<file path="src/rtl/ternary_pkg.sv">
// Shared constants and FSM state type for the ternary MAC array host side.
package ternary_pkg;
    localparam logic [1:0] TERN_ZERO = 2'b00;
    localparam logic [1:0] TERN_POS  = 2'b01;
    localparam logic [1:0] TERN_NEG  = 2'b11;

    localparam int N_ROWS  = 8;
    localparam int N_COLS  = 7;
    localparam int W_BYTES = 4;

    typedef enum logic [1:0] {
        IDLE  = 2'd0,
        BURST = 2'd1,
        FLUSH = 2'd2
    } state_t;
endpackage

</file>
<file path="src/rtl/ternary_mac_sequencer_vec_pair_buffer.sv">
// vec_pair_buffer: holds one pass worth of input pairs; written in order,
// read back by row index while the burst walks the rows.
module vec_pair_buffer
    import ternary_pkg::*;
#(
    parameter int DW    = 16,
    parameter int DEPTH = N_ROWS
) (
    input  logic                     clk,
    input  logic                     rst,
    input  logic                     wr_en,
    input  logic [DW-1:0]            wr_data,
    input  logic                     clear,
    input  logic [$clog2(DEPTH)-1:0] rd_row,
    output logic [DW-1:0]            rd_data,
    output logic                     full,
    output logic                     almost_full
);
    localparam int AW = $clog2(DEPTH);

    logic [DW-1:0] mem [DEPTH];
    logic [AW:0]   cnt;

    assign full        = (cnt == (AW+1)'(DEPTH));
    assign almost_full = (cnt == (AW+1)'(DEPTH-1));
    assign rd_data     = mem[rd_row];

    // Clear only rewinds the write pointer; the contents stay readable so the
    // burst that triggered the clear can still walk them.
    always_ff @(posedge clk or posedge rst) begin
        if (rst) begin
            cnt <= '0;
            for (int i = 0; i < DEPTH; i++) mem[i] <= '0;
        end else if (clear) begin
            cnt <= '0;
        end else if (wr_en && !full) begin
            mem[cnt[AW-1:0]] <= wr_data;
            cnt              <= cnt + 1'b1;
        end
    end
endmodule

</file>
<file path="src/rtl/ternary_mac_sequencer.sv">
// ternary_mac_sequencer: buffers input pairs and packed ternary weights, drives
// the MAC array in gap-free 8-row bursts, and streams the previous pass's
// column sums back out as bytes.
module ternary_mac_sequencer
    import ternary_pkg::*;
#(
    parameter int BitWidth = 8,
    parameter int OutLen   = N_COLS,
    parameter int NRows    = N_ROWS
) (
    input  logic                  clk,
    input  logic                  rst,
    input  logic                  w_valid,
    input  logic [7:0]            w_data,
    output logic                  w_ready,
    input  logic                  in_valid,
    input  logic [2*BitWidth-1:0] in_data,
    output logic                  in_ready,
    input  logic                  flush,
    output logic                  out_valid,
    output logic [BitWidth-1:0]   out_data,
    input  logic                  out_ready,
    output logic                  busy,
    output logic [2:0]            mac_row,
    output logic                  mac_en,
    output logic [2*BitWidth-1:0] mac_vec,
    output logic [4*OutLen-1:0]   mac_w,
    input  logic [BitWidth-1:0]   mac_vec_out
);
    localparam logic [2:0] LAST_ROW = 3'(NRows-1);
    localparam logic [2:0] LAST_COL = 3'(OutLen-1);
    localparam logic [1:0] LAST_WB  = 2'(W_BYTES-1);

    state_t                state;
    logic                  pending;
    logic                  flush_lat;
    logic [1:0]            w_idx;
    logic [4*OutLen-1:0]   w_reg;
    logic [BitWidth-1:0]   res_mem [OutLen];
    logic [2:0]            rd_ptr;
    logic [3:0]            res_cnt;

    logic                  buf_full, buf_almost, buf_clear;
    logic [2:0]            rd_row;
    logic [2*BitWidth-1:0] rd_data;
    logic                  push, w_fire, pop, capture, fifo_empty;
    logic                  start_burst, start_flush;

    assign busy        = (state != IDLE) || buf_full;
    assign w_ready     = !busy;
    assign in_ready    = !busy;
    assign push        = in_valid && in_ready;
    assign w_fire      = w_valid && w_ready;
    assign fifo_empty  = (res_cnt == 4'd0);
    assign out_valid   = !fifo_empty;
    assign out_data    = res_mem[rd_ptr];
    assign pop         = out_valid && out_ready;
    assign mac_w       = w_reg;

    // A full buffer wins over a latched flush so a flush that arrived with the
    // 8th pair is served after that pass, emitting its results.
    assign start_burst = (state == IDLE) && buf_full && fifo_empty;
    assign start_flush = (state == IDLE) && !buf_full && flush_lat && pending && fifo_empty;
    assign buf_clear   = start_burst;

    // Prefetch the row that will be presented on the next cycle.
    assign rd_row      = (state == IDLE) ? 3'd0 : mac_row + 3'd1;

    // The array presents the previous pass's column k while row k is driven.
    assign capture     = mac_en && pending && (mac_row <= LAST_COL);

    vec_pair_buffer #(.DW(2*BitWidth), .DEPTH(NRows)) u_buf (
        .clk         (clk),
        .rst         (rst),
        .wr_en       (push),
        .wr_data     (in_data),
        .clear       (buf_clear),
        .rd_row      (rd_row),
        .rd_data     (rd_data),
        .full        (buf_full),
        .almost_full (buf_almost)
    );

    // Weight bytes land little-endian; the 5th byte wraps onto byte 0.
    always_ff @(posedge clk or posedge rst) begin
        if (rst) begin
            w_idx <= '0;
            w_reg <= '0;
        end else if (w_fire) begin
            case (w_idx)
                2'd0:    w_reg[7:0]   <= w_data;
                2'd1:    w_reg[15:8]  <= w_data;
                2'd2:    w_reg[23:16] <= w_data;
                default: w_reg[27:24] <= w_data[3:0];
            endcase
            w_idx <= (w_idx == LAST_WB) ? 2'd0 : w_idx + 2'd1;
        end
    end

    // Burst sequencer: mac_row parks at 7 with a zero vector between bursts so
    // the array accumulator holds.
    always_ff @(posedge clk or posedge rst) begin
        if (rst) begin
            state   <= IDLE;
            mac_row <= 3'd7;
            mac_en  <= 1'b0;
            mac_vec <= '0;
            pending <= 1'b0;
        end else begin
            case (state)
                IDLE: begin
                    if (start_burst) begin
                        state   <= BURST;
                        mac_row <= 3'd0;
                        mac_en  <= 1'b1;
                        mac_vec <= rd_data;
                    end else if (start_flush) begin
                        state   <= FLUSH;
                        mac_row <= 3'd0;
                        mac_en  <= 1'b1;
                        mac_vec <= '0;
                    end
                end
                BURST, FLUSH: begin
                    if (mac_row == LAST_ROW) begin
                        state   <= IDLE;
                        mac_row <= 3'd7;
                        mac_en  <= 1'b0;
                        mac_vec <= '0;
                        pending <= (state == BURST);
                    end else begin
                        mac_row <= mac_row + 3'd1;
                        mac_vec <= (state == BURST) ? rd_data : '0;
                    end
                end
                default: state <= IDLE;
            endcase
        end
    end

    // Flush request latch; a flush with nothing pending (and no pass about to
    // start) is dropped.
    always_ff @(posedge clk or posedge rst) begin
        if (rst) begin
            flush_lat <= 1'b0;
        end else if (start_flush) begin
            flush_lat <= 1'b0;
        end else if (flush && (state != FLUSH) && (pending || buf_full || (push && buf_almost))) begin
            flush_lat <= 1'b1;
        end else if ((state == IDLE) && flush_lat && !pending && !buf_full) begin
            flush_lat <= 1'b0;
        end
    end

    // Result FIFO: slot k is written on row k, drained in column order.
    always_ff @(posedge clk or posedge rst) begin
        if (rst) begin
            rd_ptr  <= '0;
            res_cnt <= '0;
            for (int i = 0; i < OutLen; i++) res_mem[i] <= '0;
        end else begin
            if (capture) res_mem[mac_row] <= mac_vec_out;
            if (pop) rd_ptr <= (rd_ptr == LAST_COL) ? 3'd0 : rd_ptr + 3'd1;
            if (capture && !pop)      res_cnt <= res_cnt + 4'd1;
            else if (!capture && pop) res_cnt <= res_cnt - 4'd1;
        end
    end
endmodule

</file>
<file path="config.mk">
export PLATFORM = sky130hd
export DESIGN_NAME = ternary_mac_sequencer
export DESIGN_NICKNAME = d
export VERILOG_FILES = /design/src/rtl/ternary_pkg.sv /design/src/rtl/ternary_mac_sequencer_vec_pair_buffer.sv /design/src/rtl/ternary_mac_sequencer.sv
export SDC_FILE = /design/constraint.sdc
export NUM_CORES = 1
export LEC_CHECK = 0
export BUFFER_PORTS_ARGS = -buffer_cell sky130_fd_sc_hd__buf_4
export CORE_UTILIZATION = 40
export CTS_BUF_LIST = sky130_fd_sc_hd__clkbuf_2
export DETAILED_ROUTE_END_ITERATION = 10
export HOLD_SLACK_MARGIN = 0.06
export PLACE_DENSITY = 0.6
export RECOVER_POWER = 100
export SETUP_SLACK_MARGIN = 0.2
export SLEW_MARGIN = 20
export SYNTH_ARGS = -nofsm -noshare
export SYNTH_HDL_FRONTEND = slang
export SYNTH_SLANG_ARGS = --single-unit
export TNS_END_PERCENT = 50
</file>
<file path="constraint.sdc">
create_clock -name clk -period 10.7 [get_ports clk]
set_input_delay 1.07 -clock clk [delete_from_list [all_inputs] [get_ports clk]]
set_output_delay 1.07 -clock clk [all_outputs]
set_load 0.005 [all_outputs]
</file>
After elaboration in Yosys (flattened, before gate mapping)

Index checks and enable logic that the tools add are counted.

$add $sub $neg: 6
Multiply operators: 0
Div/mod/pow operators: 0
Magnitude comparators: 7
Equal/unequal tests: 12
Shifts and indexed selects: 0
Mux-type cells: 39
Bitwise logic cells: 6
Reduce and logical (&&, ||, !) cells: 50

Operators with widths:

| kind                                                                 | number |
|---|---|
| 128-bit bitwise mux                                                  | 1 |
| 16-bit two-way mux                                                   | 7 |
| 56-bit bitwise mux                                                   | 1 |
| 16-bit binary-select mux with 3-bit select                           | 1 |
| 16-bit demux with 3-bit select                                       | 1 |
| 16-bit one-hot mux with 2 select lines                               | 1 |
| 8-bit binary-select mux with 3-bit select                            | 1 |
| 8-bit demux with 3-bit select                                        | 1 |
| 8-bit two-way mux                                                    | 3 |
| 1-bit logical AND                                                    | 22 |
| 4-bit greater-or-equal comparator, second input constant             | 4 |
| 4-bit two-way mux                                                    | 4 |
| 3-bit NOT with 4-bit output                                          | 4 |
| 2-bit AND reduction                                                  | 8 |
| 3-bit two-way mux                                                    | 5 |
| 4-bit by 1-bit adder with 4-bit output, second input constant        | 2 |
| 4-bit by 1-bit < comparator with 1-bit output, second input constant | 2 |
| 2-bit two-way mux                                                    | 4 |
| 2-bit nonzero test                                                   | 4 |
| 3-bit by 1-bit adder with 3-bit output, second input constant        | 2 |
| 2-bit equality test, second input constant                           | 3 |
| 3-bit equality test, second input constant                           | 2 |
| 1-bit logical NOT                                                    | 6 |
| 1-bit two-way mux                                                    | 6 |
| other kinds (19)                                                     | 25 |

Bits in registers: 249
Latch bits: 0
Bits in writable memories: 0
Bits in read-only memories: 0
Input bits: 38
Output and inout port bits: 60
Memories: 0

Depth between registers and ports, before layout

Depth after elaboration: 9
Mapped depth: 12
Depth with buffers taken out: 12

Cells and area by module

A second synthesis with hierarchy kept.

Cell total of the unflattened synthesis: 793
Area, all modules: 11512.3 µm²

By module, submodules not included:

| module                | times used | cells each | area each (µm²) | sequential area each (µm²) |
|---|---|---|---|---|
| vec_pair_buffer       | 1          | 365        | 6088.3          | 3303.2 |
| ternary_mac_sequencer | 1          | 428        | 5424.0          | 2931.6 |

Least setup slack after synthesis

Ideal clock, no wire load.

Kind: reg2reg
Start: register mac_row[0]
End: register res_cnt[3]
Library setup time: 0.125 ns
Data arrival time: 2.645 ns
Setup slack: 7.930 ns
Stages on the path, launching flop included: 13
Path buffers: 1
Period minus slack after synthesis: 2.770 ns
Path through: dfstp_2 -> clkinv_1 -> clkbuf_1 -> ha_1 -> o211a_1 -> ha_1 -> inv_1 -> ha_1 -> a21o_1 -> a21oi_1 -> xnor2_1 -> nor2_1 -> xor2_1

Longest elaborated chain between the ends: 5
Elaborated cells on any way between the ends: 7

Ends and longest elaborated chain:

| what                                | RTL line                     | RTL |
|---|---|---|
| from (decl)                         | ternary_mac_sequencer.sv:24  | `output logic [2:0] mac_row,` |
| from (signal assigned)              | ternary_mac_sequencer.sv:132 | `mac_row <= mac_row + 3'd1;` |
| 3-bit <= comparator (*)             | ternary_mac_sequencer.sv:70  | `assign capture = mac_en && pending && (mac_row <= LAST_COL);` |
| 1-bit logical AND (*)               | ternary_mac_sequencer.sv:70  |  |
| 1-bit logical NOT                   | ternary_mac_sequencer.sv:165 | `else if (!capture && pop) res_cnt <= res_cnt - 4'd1;` |
| 1-bit logical AND                   | ternary_mac_sequencer.sv:165 |  |
| 2-bit nonzero test (no source line) | -                            |  |
| to (signal assigned)                | ternary_mac_sequencer.sv:164 | `if (capture && !pop) res_cnt <= res_cnt + 4'd1;` |
| to (signal assigned)                | ternary_mac_sequencer.sv:165 |  |
| to (decl)                           | ternary_mac_sequencer.sv:41  | `logic [3:0] res_cnt;` |

Every way passes the cells marked *; elsewhere a longest branch is shown, timed or not.
A chain may end at the register's enable or synchronous reset.

==> reports/results.txt <==
Power density over the cells: 260.1 nW/µm²
Via-to-Cell Ratio: 5.266
Gr ovfl total: 0
Post-synth EDFFs: 0
Synth Register Bits: 249
Largest net degree at the start of global routing: 111
Fraction of layout cells with a size suffix above 1: 38.41%
Reg2reg end: mac_vec[11]
Syn Std Cell Area: 11290 µm²
Total track usage: 19.18%
Power share of the sequential group: 46.4%
Cell taking the most area after synthesis: dfrtp_1
Worst R2R Start: mac_row[0]
Worst Path Required: 10.84 ns
Layout Cells excl Fill: 1436
Reg2Reg Depth: 7
DRC errors left: 0
WP data arrival: 6.47 ns
Setup ws final: 4.362 ns
Hold buffer count at CTS: 0
Top-area cell type share of the netlist area: 54.51%
Worst Skew: 0.05890 ns
Synth Flop Type: dfrtp_1
Endpoint, Worst Hold: res_cnt[3]
Fillers: 2667
First-pass GRT wire length: 43120 µm
Post-CTS sizing: 0
HP Class: reg -> reg
Slew @ Worst Pin: 4.921 ns
CTS buffer count: 69
Leakage power: 0.005807 µW
Layout Nets: 1068
Number of global-route vias before repair: 7873
Net Switching: 1135 µW
Yosys warning total: 0
Fin. max-slew vios: 208
MaxCap Viol Count: 6
Synthesized instance count: 883
Area Growth Syn to Fin: 13.56%
CTS Buffer Depth: 3
Dpl hpwl: 16220 µm
Post-Syn Nets: 938
Placed instance count: 1320
F_max: 0.1578 GHz
Fin crit share: 59.24%
Final hold violation count: 0
Final Critical Period: 6.338 ns
Failing checks: capacitance limit, slew limit
Max-slew headroom: -229.9%
Cell internal pwr: 2200 µW
Tot Pwr: 3335 µW
Initial DRC count: 338
Hold depth: 1
Die area: 28910 µm²
Unique masters post-synth: 55
Clk sinks: 249
Starting Density: 40.65%
GPL Wtd Cong: 0.7638
Critical path endpoint category: asynchronous set/reset pin
Critical path type: in -> async
CTS tree: done
Power share of the clock group: 21.4%
Max H-tree Level: 3
Die Ht: 170.0 µm
Count leader, synth: dfrtp_1
Routed Antenna Nets: 0
Per-cell routed wire length: 18.58 µm
Fin Setup TNS: 0 ns
Final setup violation count: 0
Antenna violations before repair: 1
Reg clk slew, reported paths: 0.09 ns
Clock Latency Late Sink: 0.80 ns
Io pins: 98
R2r setup slk: 5.22 ns
Mean Syn Cell Area: 12.79 µm²
PortBufs: 97
Switching fraction of total power: 34.03%
Via count: 7562
Utilization after layout: 46.16%
Die Wd: 170.0 µm
Ys async rst share: 100.0%
Seq/Total Area, Yosys: 55.21%
Min-delay src: res_cnt[3]
Maximum resistive drop on vdd: 0.1248 mV
CP max FO: 110
Unrepaired setup endpoints after global routing: no
CTS root buf: clkbuf_2
Startpoint class of the critical path: input port
FP Rows: 61
CORE AREA: 27780 µm²
Largest cells by area after synthesis: dfrtp_1 55%, mux2_2 19%, mux2_1 2.0%
Combinational group share of total power: 32.2%
Setup bufs post-CTS: 0
Outcome: finished with violations
Drt first pass iters: 5
WL final: 26680 µm
Dpl ws: 5.991 ns
Post-synth top cells: 246 x dfrtp_1, 195 x mux2_2, 45 x nor3_1, 41 x nor2_1, 36 x a21oi_1
flip-flops by register name, summed over array words and instances, names as in the netlist, 2 cells and up:
register   flops
w_idx          2
mac_row        3
res_mem       56
u_buf.mem    128
res_cnt        4
mac_vec       16
mac_w         28
state          2
rd_ptr         3
u_buf.cnt      4
critical path: stages:
cell	delay, ns
clkbuf_4	0.11
clkinvlp_2	2.73
clkbuf_1	2.46
cells in the final DEF (no fill, tap or decap), types with 8 or more instances in the layout:
| master | instances |
|---|---|
| a211oi_1 | 18 |
| a21oi_1 | 36 |
| and2_1 | 15 |
| buf_4 | 42 |
| clkbuf_1 | 16 |
| clkbuf_2 | 102 |
| clkbuf_4 | 47 |
| clkinv_1 | 9 |
| dfrtp_1 | 246 |
| ha_1 | 16 |
| inv_1 | 16 |
| mux2_1 | 20 |
| mux2_2 | 195 |
| mux2i_1 | 11 |
| mux4_2 | 8 |
| nand2_1 | 37 |
| nor2_1 | 42 |
| nor3_1 | 50 |
| o21ai_0 | 30 |
| o22ai_1 | 30 |
cell type report:
cell class | count | area, µm² | area share (%)
clock buffer | 102 | 510.5 | 3.980
tap | 378 | 473.0 | 3.688
antenna | 1 | 2.502 | 0.01951
timing repair buffer | 107 | 743.2 | 5.795
multi-input combinational | 568 | 4663 | 36.36
sequential | 249 | 6235 | 48.61
inverter | 18 | 68.82 | 0.5366
clock inverter | 13 | 128.9 | 1.005
cell families (layout without fill, tap and decap cells):
| family | Yosys count | after routing | synth area share [%] |
|---|---|---|---|
| multiplexers | 234 | 234 | 24.01 |
| XOR/XNOR | 6 | 6 | 0.4653 |
| flip-flops | 249 | 249 | 55.21 |
| buffers and inverters | 66 | 240 | 2.626 |
| AO/OA/AOI/OAI | 137 | 137 | 7.445 |
| other | 0 | 1 | 0 |
| adder cells (fa/ha/maj) | 17 | 17 | 1.950 |
| AND/OR/NAND/NOR | 174 | 174 | 8.298 |
per-layer routing:
metal  part of all wire (%)  vias to the layer above  routed length, µm  GRT usage, %
li1                       -                     3506                  -             -
met1                     45                     3792              12100         24.81
met2                     47                      193              12450         31.06
met3                    4.9                       71               1310         4.140
met4                    3.1                        0                821         8.186
met5                      0                        -                  0             0
metrics by stage:
step	cell area [µm²]	hold WS (ns)
floorplan	11290	0.4562
detailed placement	12350	0.4814
CTS	12990	0.3516
global placement	12350	0.4690
global route	12820	0.3981
finish	12820	0.4923
worst max-delay path by stage:
stage	startpoint	endpoint	slack (ns)
3_3_place_gp	mac_row[0]	mac_vec[0]	6.18
4_1_cts	mac_row[0]	mac_vec[0]	5.99
6_report	rst	mac_vec[1]	4.36
3_5_place_dp	mac_row[0]	mac_vec[0]	5.99
2_1_floorplan	rst	flush_lat	2.79
5_1_grt	rst	u_buf.cnt[1]	3.03
power by group through the flow:
stage	Sequential, µW	Clock (µW)	Combinational (µW)
global placement	1570	0	1100
floorplan	1470	0	813
detailed placement	1580	0	1120
global route	1600	790	1200
CTS	1560	741	1130
finish	1550	713	1070
No activity file was read; power rests on OpenSTA's default activity.
